--- src/rtl/md5_block_loader.sv ---
// Assembles one padded 512-bit MD5 block from a byte stream: CMD_LOAD, length N, N data bytes.
// Padding (0x80, zero fill, 64-bit little-endian bit length) is applied in a single cycle.
module md5_block_loader #(
    parameter logic [7:0] CMD_LOAD = 8'h01,
    parameter int         MAX_LEN  = 55
) (
    input  logic         clk,
    input  logic         reset,
    input  logic [7:0]   rxd_data,
    input  logic         rxd_data_ready,
    output logic [511:0] block_out,
    output logic         block_valid,
    input  logic         block_ready,
    output logic         busy,
    output logic         err_pulse
);

    // state    | meaning
    // IDLE     | waiting for CMD_LOAD
    // GET_LEN  | next strobe is the message length N
    // GET_DATA | collecting N message bytes into block_out
    // PAD      | one cycle: write 0x80, zero fill and bit length
    // HOLD     | block_valid high until block_ready
    typedef enum logic [2:0] {IDLE, GET_LEN, GET_DATA, PAD, HOLD} state_t;

    localparam logic [7:0] MAX_LEN_B = 8'(MAX_LEN);

    state_t       state, state_next;
    logic [5:0]   cnt;
    logic [5:0]   len;
    logic         err_next;
    logic         load_len;
    logic         wr_byte;
    logic         do_pad;
    logic [63:0]  len_bits;
    logic [511:0] pad_block;

    always_ff @(posedge clk or posedge reset) begin
        if (reset) state <= IDLE;
        else       state <= state_next;
    end

    always_comb begin
        state_next = state;
        err_next   = 1'b0;
        load_len   = 1'b0;
        wr_byte    = 1'b0;
        do_pad     = 1'b0;
        case (state)
            IDLE: begin
                if (rxd_data_ready) begin
                    if (rxd_data == CMD_LOAD) state_next = GET_LEN;
                    else                      err_next   = 1'b1;
                end
            end
            GET_LEN: begin
                if (rxd_data_ready) begin
                    if (rxd_data == 8'd0 || rxd_data > MAX_LEN_B) begin
                        err_next   = 1'b1;
                        state_next = IDLE;
                    end else begin
                        load_len   = 1'b1;
                        state_next = GET_DATA;
                    end
                end
            end
            GET_DATA: begin
                if (rxd_data_ready) begin
                    wr_byte = 1'b1;
                    if (cnt == len - 6'd1) state_next = PAD;
                end
            end
            PAD: begin
                do_pad     = 1'b1;
                err_next   = rxd_data_ready;
                state_next = HOLD;
            end
            HOLD: begin
                err_next = rxd_data_ready;
                if (block_ready) state_next = IDLE;
            end
            default: state_next = IDLE;
        endcase
    end

    assign busy        = (state != IDLE);
    assign block_valid = (state == HOLD);
    assign len_bits    = {55'd0, len, 3'b000};

    // Bytes below N keep the data just written; everything above is rebuilt so no stale bytes survive.
    always_comb begin
        pad_block = block_out;
        for (int i = 0; i < 56; i++) begin
            if (i == int'(len))
                pad_block[8*i +: 8] = 8'h80;
            else if (i > int'(len))
                pad_block[8*i +: 8] = 8'h00;
        end
        for (int k = 0; k < 8; k++)
            pad_block[8*(56+k) +: 8] = len_bits[8*k +: 8];
    end

    always_ff @(posedge clk or posedge reset) begin
        if (reset) begin
            block_out <= '0;
            cnt       <= '0;
            len       <= '0;
            err_pulse <= 1'b0;
        end else begin
            err_pulse <= err_next;
            if (load_len) begin
                len <= rxd_data[5:0];
                cnt <= '0;
            end
            if (wr_byte) begin
                block_out[{cnt, 3'b000} +: 8] <= rxd_data;
                cnt                           <= cnt + 6'd1;
            end
            if (do_pad) block_out <= pad_block;
        end
    end

endmodule

--- config.mk ---
export PLATFORM = sky130hd
export DESIGN_NAME = md5_block_loader
export DESIGN_NICKNAME = d
export VERILOG_FILES = /design/src/rtl/md5_block_loader.sv
export SDC_FILE = /design/constraint.sdc
export NUM_CORES = 1
export LEC_CHECK = 0
export BUFFER_PORTS_ARGS = -buffer_cell sky130_fd_sc_hd__buf_2
export CAP_MARGIN = 20
export CORE_MARGIN = 1.5
export CORE_UTILIZATION = 45
export CTS_CLUSTER_SIZE = 28
export DETAILED_ROUTE_END_ITERATION = 10
export PLACE_DENSITY_LB_ADDON = 0.05
export SETUP_SLACK_MARGIN = 0.15
export SLEW_MARGIN = 20
export SYNTH_ARGS = -nofsm -noshare
export SYNTH_HDL_FRONTEND = slang
export SYNTH_SLANG_ARGS = --single-unit
--- constraint.sdc ---
create_clock -name clk -period 34.1 [get_ports clk]
set_clock_uncertainty 0.2 [all_clocks]
set_input_delay 1.705 -clock clk [delete_from_list [all_inputs] [get_ports clk]]
set_output_delay 1.705 -clock clk [all_outputs]
set_load 0.05 [all_outputs]
---- Word level (Yosys, flattened, before mapping) ----
Index checks and enable logic that the tools add are counted.
word-level totals
  bits in registers ....................... 528
cells by class
  add/subtract/negate cells ............... 3
  magnitude comparators ................... 56
  equal/unequal tests ..................... 123
  shift-type cells ........................ 2
  muxes and demuxes ....................... 135
  reduce and logical (&&, ||, !) cells .... 65
operators with widths
  kind                                                                      number
  512-bit 2-to-1 mux                                                        2
  8-bit 2-to-1 mux                                                          111
  512-bit bitwise mux                                                       1
  8-bit by 11-bit variable shift with 512-bit output, first input constant  1
  8-bit by 11-bit indexed part select with 512-bit output                   1
  6-bit == test, first input constant                                       32
  3-bit by 1-bit inequality test with 1-bit output, second input constant   55
  6-bit > comparator, first input constant                                  24
  2-bit AND reduction                                                       56
  5-bit by 6-bit == test with 1-bit output, first input constant            16
  5-bit by 6-bit > comparator with 1-bit output, first input constant       16
  4-bit by 6-bit > comparator with 1-bit output, first input constant       8
  4-bit by 6-bit == test with 1-bit output, first input constant            4
  3-bit by 6-bit > comparator with 1-bit output, first input constant       4
  3-bit 2-to-1 mux                                                          6
  3-bit case mux with 5 select lines                                        1
  3-bit by 6-bit == test with 1-bit output, first input constant            2
  2-bit by 6-bit > comparator with 1-bit output, first input constant       2
  6-bit 2-to-1 mux                                                          2
  9-bit negator with 11-bit output                                          1
  1-bit 2-to-1 mux                                                          10
  2-bit inequality test, second input constant                              5
  8-bit by 1-bit == test with 1-bit output, second input constant           1
  8-bit by 6-bit > comparator with 1-bit output, second input constant      1
  19 further kinds                                                          22

---- Logic depth before layout (Yosys ltp) ----
  depth after elaboration ................. 7
  depth in mapped cells ................... 12

---- Least setup slack after synthesis ----
OpenSTA, ideal clock, no wires.
  path kind ............................... input port to flip-flop
  start ................................... input port rxd_data_ready
  end ..................................... register block_out[456]
  setup time .............................. 0.124 ns
  arrival time ............................ 3.369 ns
  required time ........................... 33.776 ns
  path slack .............................. 30.407 ns
  stages .................................. 5
  path through ............................ clkbuf_1 -> nand3_1 -> a2111oi_2 -> a31oi_1 -> a211o_1
on the way
  word-level cells in the longest chain between the ends .. 3
ends and longest elaborated chain
  what                                 RTL line  text
  from (decl)                          10        input logic rxd_data_ready,
  1-bit 2-to-1 mux                     68        if (rxd_data_ready) begin
  1-bit 2-to-1 mux                     49        case (state)
  2-bit nonzero test (no source line)  n/a
  to (signal, indexed assignment)      116       block_out[{cnt, 3'b000} +: 8] <= rxd_data;
  to (signal assigned)                 119       if (do_pad) block_out <= pad_block;
  to (decl)                            11        output logic [511:0] block_out,
No other way between the ends.
A chain may end at the register's enable or synchronous reset.

---- Worst setup path after layout ----
  start ................................... register cnt[1]
  end ..................................... register block_out[460]
on the way
  word-level cells in the longest chain between the ends .. 5
  elaborated cells between the ends (all ways) .. 6
ends and longest elaborated chain
  what                                                                                                                           RTL line  text
  from (decl)                                                                                                                    29        logic [5:0] cnt;
  from (signal assigned)                                                                                                         117       cnt <= cnt + 6'd1;
  9-bit negator with 11-bit output (*)                                                                                           116
  8-bit by 11-bit indexed part select with 512-bit output or 8-bit by 11-bit variable shift with 512-bit output (tied branches)  116
  512-bit bitwise mux (*)                                                                                                        116
  512-bit 2-to-1 mux (*)                                                                                                         115       if (wr_byte) begin
  512-bit 2-to-1 mux (*)                                                                                                         119
Mark *: on every way between the ends. The rest lies on a longest branch, timed or not. The select of a mux whose other input is x is not followed.

==> impl_metrics.py <==
metrics = {
    "outcome": {
        "outcome": "complete, no violations",
    },
    "hold_path": {
        "whs_endpoint": "block_out[219]",
        "min_path_type": "reg -> reg",
        "holdCritStartpoint": "block_out[219]",
        "hold_depth": 2,
    },
    "grt": {
        "grt_pass1_wl_um": 131000,
        "grt_overflow": 0,
        "grt_max_degree": 179,
        "first_global_vias": 19300,
        "grtUsageTotal": 0.345,
        "grt_antenna_before_repair": 0,
    },
    "power": {
        "leakagePower_nw": 13.8,
        "ir_drop_mv": 0.0378,
        "power_w": 0.00130,
        "powerDensity_nw_per_um2": 47.1,
    },
    "sta": {
        "rsz0062_at_grt": "no",
        "slew_viol_final": 0,
        "hold_viol": 0,
        "timing.fmax_ghz": 0.226,
        "tightest_slew_ns": 1.19,
        "setup_viol_count_final": 0,
        "hold_slack_ns": 0.276,
        "tns_ns": 0,
        "slew_headroom": 0.199,
        "post-route-period-util": 0.130,
        "layout_min_cycle_time_ns": 4.43,
    },
    "routing": {
        "firstDrtPassIters": 5,
        "avgViaCountPerCell": 6.09,
        "antenna_left": 0,
        "drtIter0Drc": 2086,
        "vias": 19900,
        "drcViolationCount": 0,
        "drt-wirelength-per-cell_um": 27.6,
        "routed_wirelength_um": 90200,
    },
    "clock_network": {
        "clockBufferDepth": 3,
        "tritoncts": "built",
        "clk_latency_ns": 0.60,
        "post_cts_buffers": 0,
        "cts_resized": 0,
        "hold_buffers": 0,
        "numCtsBuffers": 53,
        "cts_max_level": 2,
        "cts-root-buf": "clkbuf_16",
        "clk_pin_slew_ns": 0.06,
        "clock-sinks": 528,
    },
    "cells_and_area": {
        "area_growth_pct": 22.1,
        "drive_above_1_share": 0.281,
        "utilization": 0.554,
        "nNetsFinal": 2581,
        "final_area_um2": 27700,
    },
    "placement": {
        "placed_cell_area_um2": 25900,
        "portBuffers": 526,
        "hpwl_um": 64400,
        "finalWeightedCongestion": 0.967,
    },
    "logic_synthesis": {
        "avgSynthCellArea_um2": 10.9,
        "netlist.area_leader.share": 0.583,
        "yosys.area.top_type": "dfrtp_1",
        "ys_seq_elements": 528,
        "yosysWarnings": 0,
        "seq_area_frac_synth": 0.583,
        "synth_edf_count": 0,
        "synthCells": 2076,
        "mappedNetlistArea_um2": 22700,
        "async_flop_share": 1.00,
        "synthesis.nets": 2098,
        "synth-main-ff-cell": "dfrtp_1",
        "yosys-top-cells-area": "dfrtp_1 (58%), o2bb2ai_1 (7.0%), nand2_1 (5.0%), o21ai_0 (4.7%), a22o_1 (3.3%)",
        "synth_cell_type_count": 91,
    },
    "critical_path": {
        "criticalPathCategory": "reg -> reg",
        "cp.arrival_ns": 4.74,
        "worstPathRequired_ns": 34.41,
        "endpoint_kind": "register",
        "cpPeakStageDelay_ns": 0.82,
        "r2r_end": "block_out[460]",
        "cp_slowest_cell": "dfrtp_1",
        "r2r_start": "cnt[1]",
        "path_buf_inv": 2,
        "worstRegToRegCells": 9,
        "cp_top_family": "simple AND/OR/NAND/NOR gates",
        "crit_path_max_fanout": 17,
        "startpoint_type": "register",
        "crit_chain": "inv_1 > ha_1 > xnor2_1 > buf_4 > nand2_1 > nor2_1 > nand4_1 > or3_1 > o21ai_0",
        "reg2reg_slack_ns": 29.67,
    },
    "die": {
        "die_h_um": 228,
        "num_rows": 82,
        "top_level_ports": 527,
        "coreArea_um2": 50000,
        "start_util": 0.454,
        "dieArea_um2": 51800,
        "die_x_um": 228,
    },
    "flow_run": {
        "cap_violations": 0,
    },
}
-- power by group --
part / internal [W] / switching, W
Combinational: 0.0000137 / 0.0000673
Sequential: 0.000628 / 0.00000250
Clock: 0.000350 / 0.000243
Total: 0.000991 / 0.000313
-- layer usage --
| layer | GRT usage | wire length (um) |
|---|---|---|
| met1 | 0.479 | 37900 |
| met2 | 0.523 | 40800 |
| met3 | 0.0943 | 8520 |
| met4 | 0.113 | 2990 |
| met5 | 0 | 0 |
-- stage by stage --
step                worst slack (ns)  cells
finish                         29.67   3271
global route                   29.51   3270
detailed placement             29.56   3175
CTS                            29.79   3269
floorplan                      17.44   2076
global placement               29.61   3175
-- worst min-delay path, cell delays in order (launching register included) --
cell and delay, ns:
dfrtp_1 0.34, nand2_1 0.04, o21ai_0 0.06
-- logic make-up after synthesis --
group,synth area share
DFF,0.583
and+or+nand+nor,0.124
buffers and inverters,0.0311
AOI/OAI and AO/OA,0.220
muxes,0.0313
adders and majority gates,0.00552
xor gates and xnor gates,0.00607
-- worst max path at each step --
stage | startpoint | slack (ns) | to | depth (start not counted)
global route | cnt[1] | 29.51 | block_out[460] | 9
floorplan | reset | 17.44 | block_out[0] | 1
finish | cnt[1] | 29.67 | block_out[460] | 9
global placement | reset | 29.61 | block_out[185] | 4
detailed placement | reset | 29.56 | block_out[187] | 4
CTS | cnt[1] | 29.79 | block_out[458] | 9
-- cell usage after synthesis (4+ instances only) --
library cell    n
dfrtp_1       528
nand2_1       300
o21ai_0       214
o2bb2ai_1     180
clkbuf_1       91
nor2_1         86
a22o_1         85
a21oi_1        63
nand3_1        62
inv_1          40
mux2_2         39
nor3_1         39
a32o_1         20
buf_2          20
mux2i_1        20
buf_1          16
nand4_1        15
nand2b_1       12
a31oi_1        11
and2_1         11
nor4_1         11
o211ai_1       11
o21ai_1        11
ha_1           10
o22ai_1        10
a21o_1          9
nor2b_1         8
buf_4           7
xor2_1          7
and3_1          6
o21bai_1        6
o31ai_1         6
or3_1           6
a211o_1         5
a32oi_1         5
mux2_1          5
xnor2_1         5
a22oi_1         4
nor3_2          4
nor4_2          4
or4_1           4
-- placed cells by master (no fill, tap or decap), types with 5 or more instances in the layout --
| cell | synthesis | routed |
|---|---|---|
| nor2_1 | 86 | 86 |
| nor3_1 | 39 | 38 |
| clkbuf_16 | 0 | 53 |
| nand2b_1 | 12 | 12 |
| dfrtp_1 | 528 | 528 |
| nor2b_1 | 8 | 8 |
| buf_4 | 7 | 33 |
| o21bai_1 | 6 | 6 |
| o21ai_0 | 214 | 214 |
| nand3_1 | 62 | 62 |
| mux2_1 | 5 | 5 |
| clkbuf_8 | 0 | 12 |
| and2_1 | 11 | 11 |
| a32o_1 | 20 | 20 |
| inv_1 | 40 | 39 |
| mux2i_1 | 20 | 20 |
| xnor2_1 | 5 | 5 |
| o21ai_1 | 11 | 10 |
| nor4_1 | 11 | 11 |
| a211o_1 | 5 | 5 |
| nand4_1 | 15 | 15 |
| a21oi_1 | 63 | 62 |
| bufinv_16 | 0 | 5 |
| clkbuf_1 | 91 | 18 |
| and3_1 | 6 | 6 |
| o31ai_1 | 6 | 6 |
| a32oi_1 | 5 | 5 |
| o22ai_1 | 10 | 10 |
| nor3_2 | 4 | 5 |
| or3_1 | 6 | 6 |
| mux2_2 | 39 | 39 |
| o2bb2ai_1 | 180 | 180 |
| nand2_1 | 300 | 300 |
| xor2_1 | 7 | 7 |
| a21o_1 | 9 | 9 |
| o211ai_1 | 11 | 11 |
| ha_1 | 10 | 10 |
| buf_2 | 20 | 526 |
| a22o_1 | 85 | 85 |
| a31oi_1 | 11 | 11 |
-- flip-flops by register name, indices dropped and copies added, names as in the netlist --
register,cells
state,3
err_pulse,1
len,6
block_out,512
cnt,6
-- cell type report --
| cell class | instances | area [um2] |
|---|---|---|
| clock inverters | 11 | 185 |
| inverters | 40 | 158 |
| multi-input cells | 1374 | 8800 |
| fillers | 4534 | 22300 |
| repair buffers | 562 | 2930 |
| well taps | 672 | 841 |
| clock buffers | 83 | 1560 |
| flip-flops and latches | 528 | 13200 |
| diodes | 1 | 2.50 |
(Power assumes the default switching activity.)
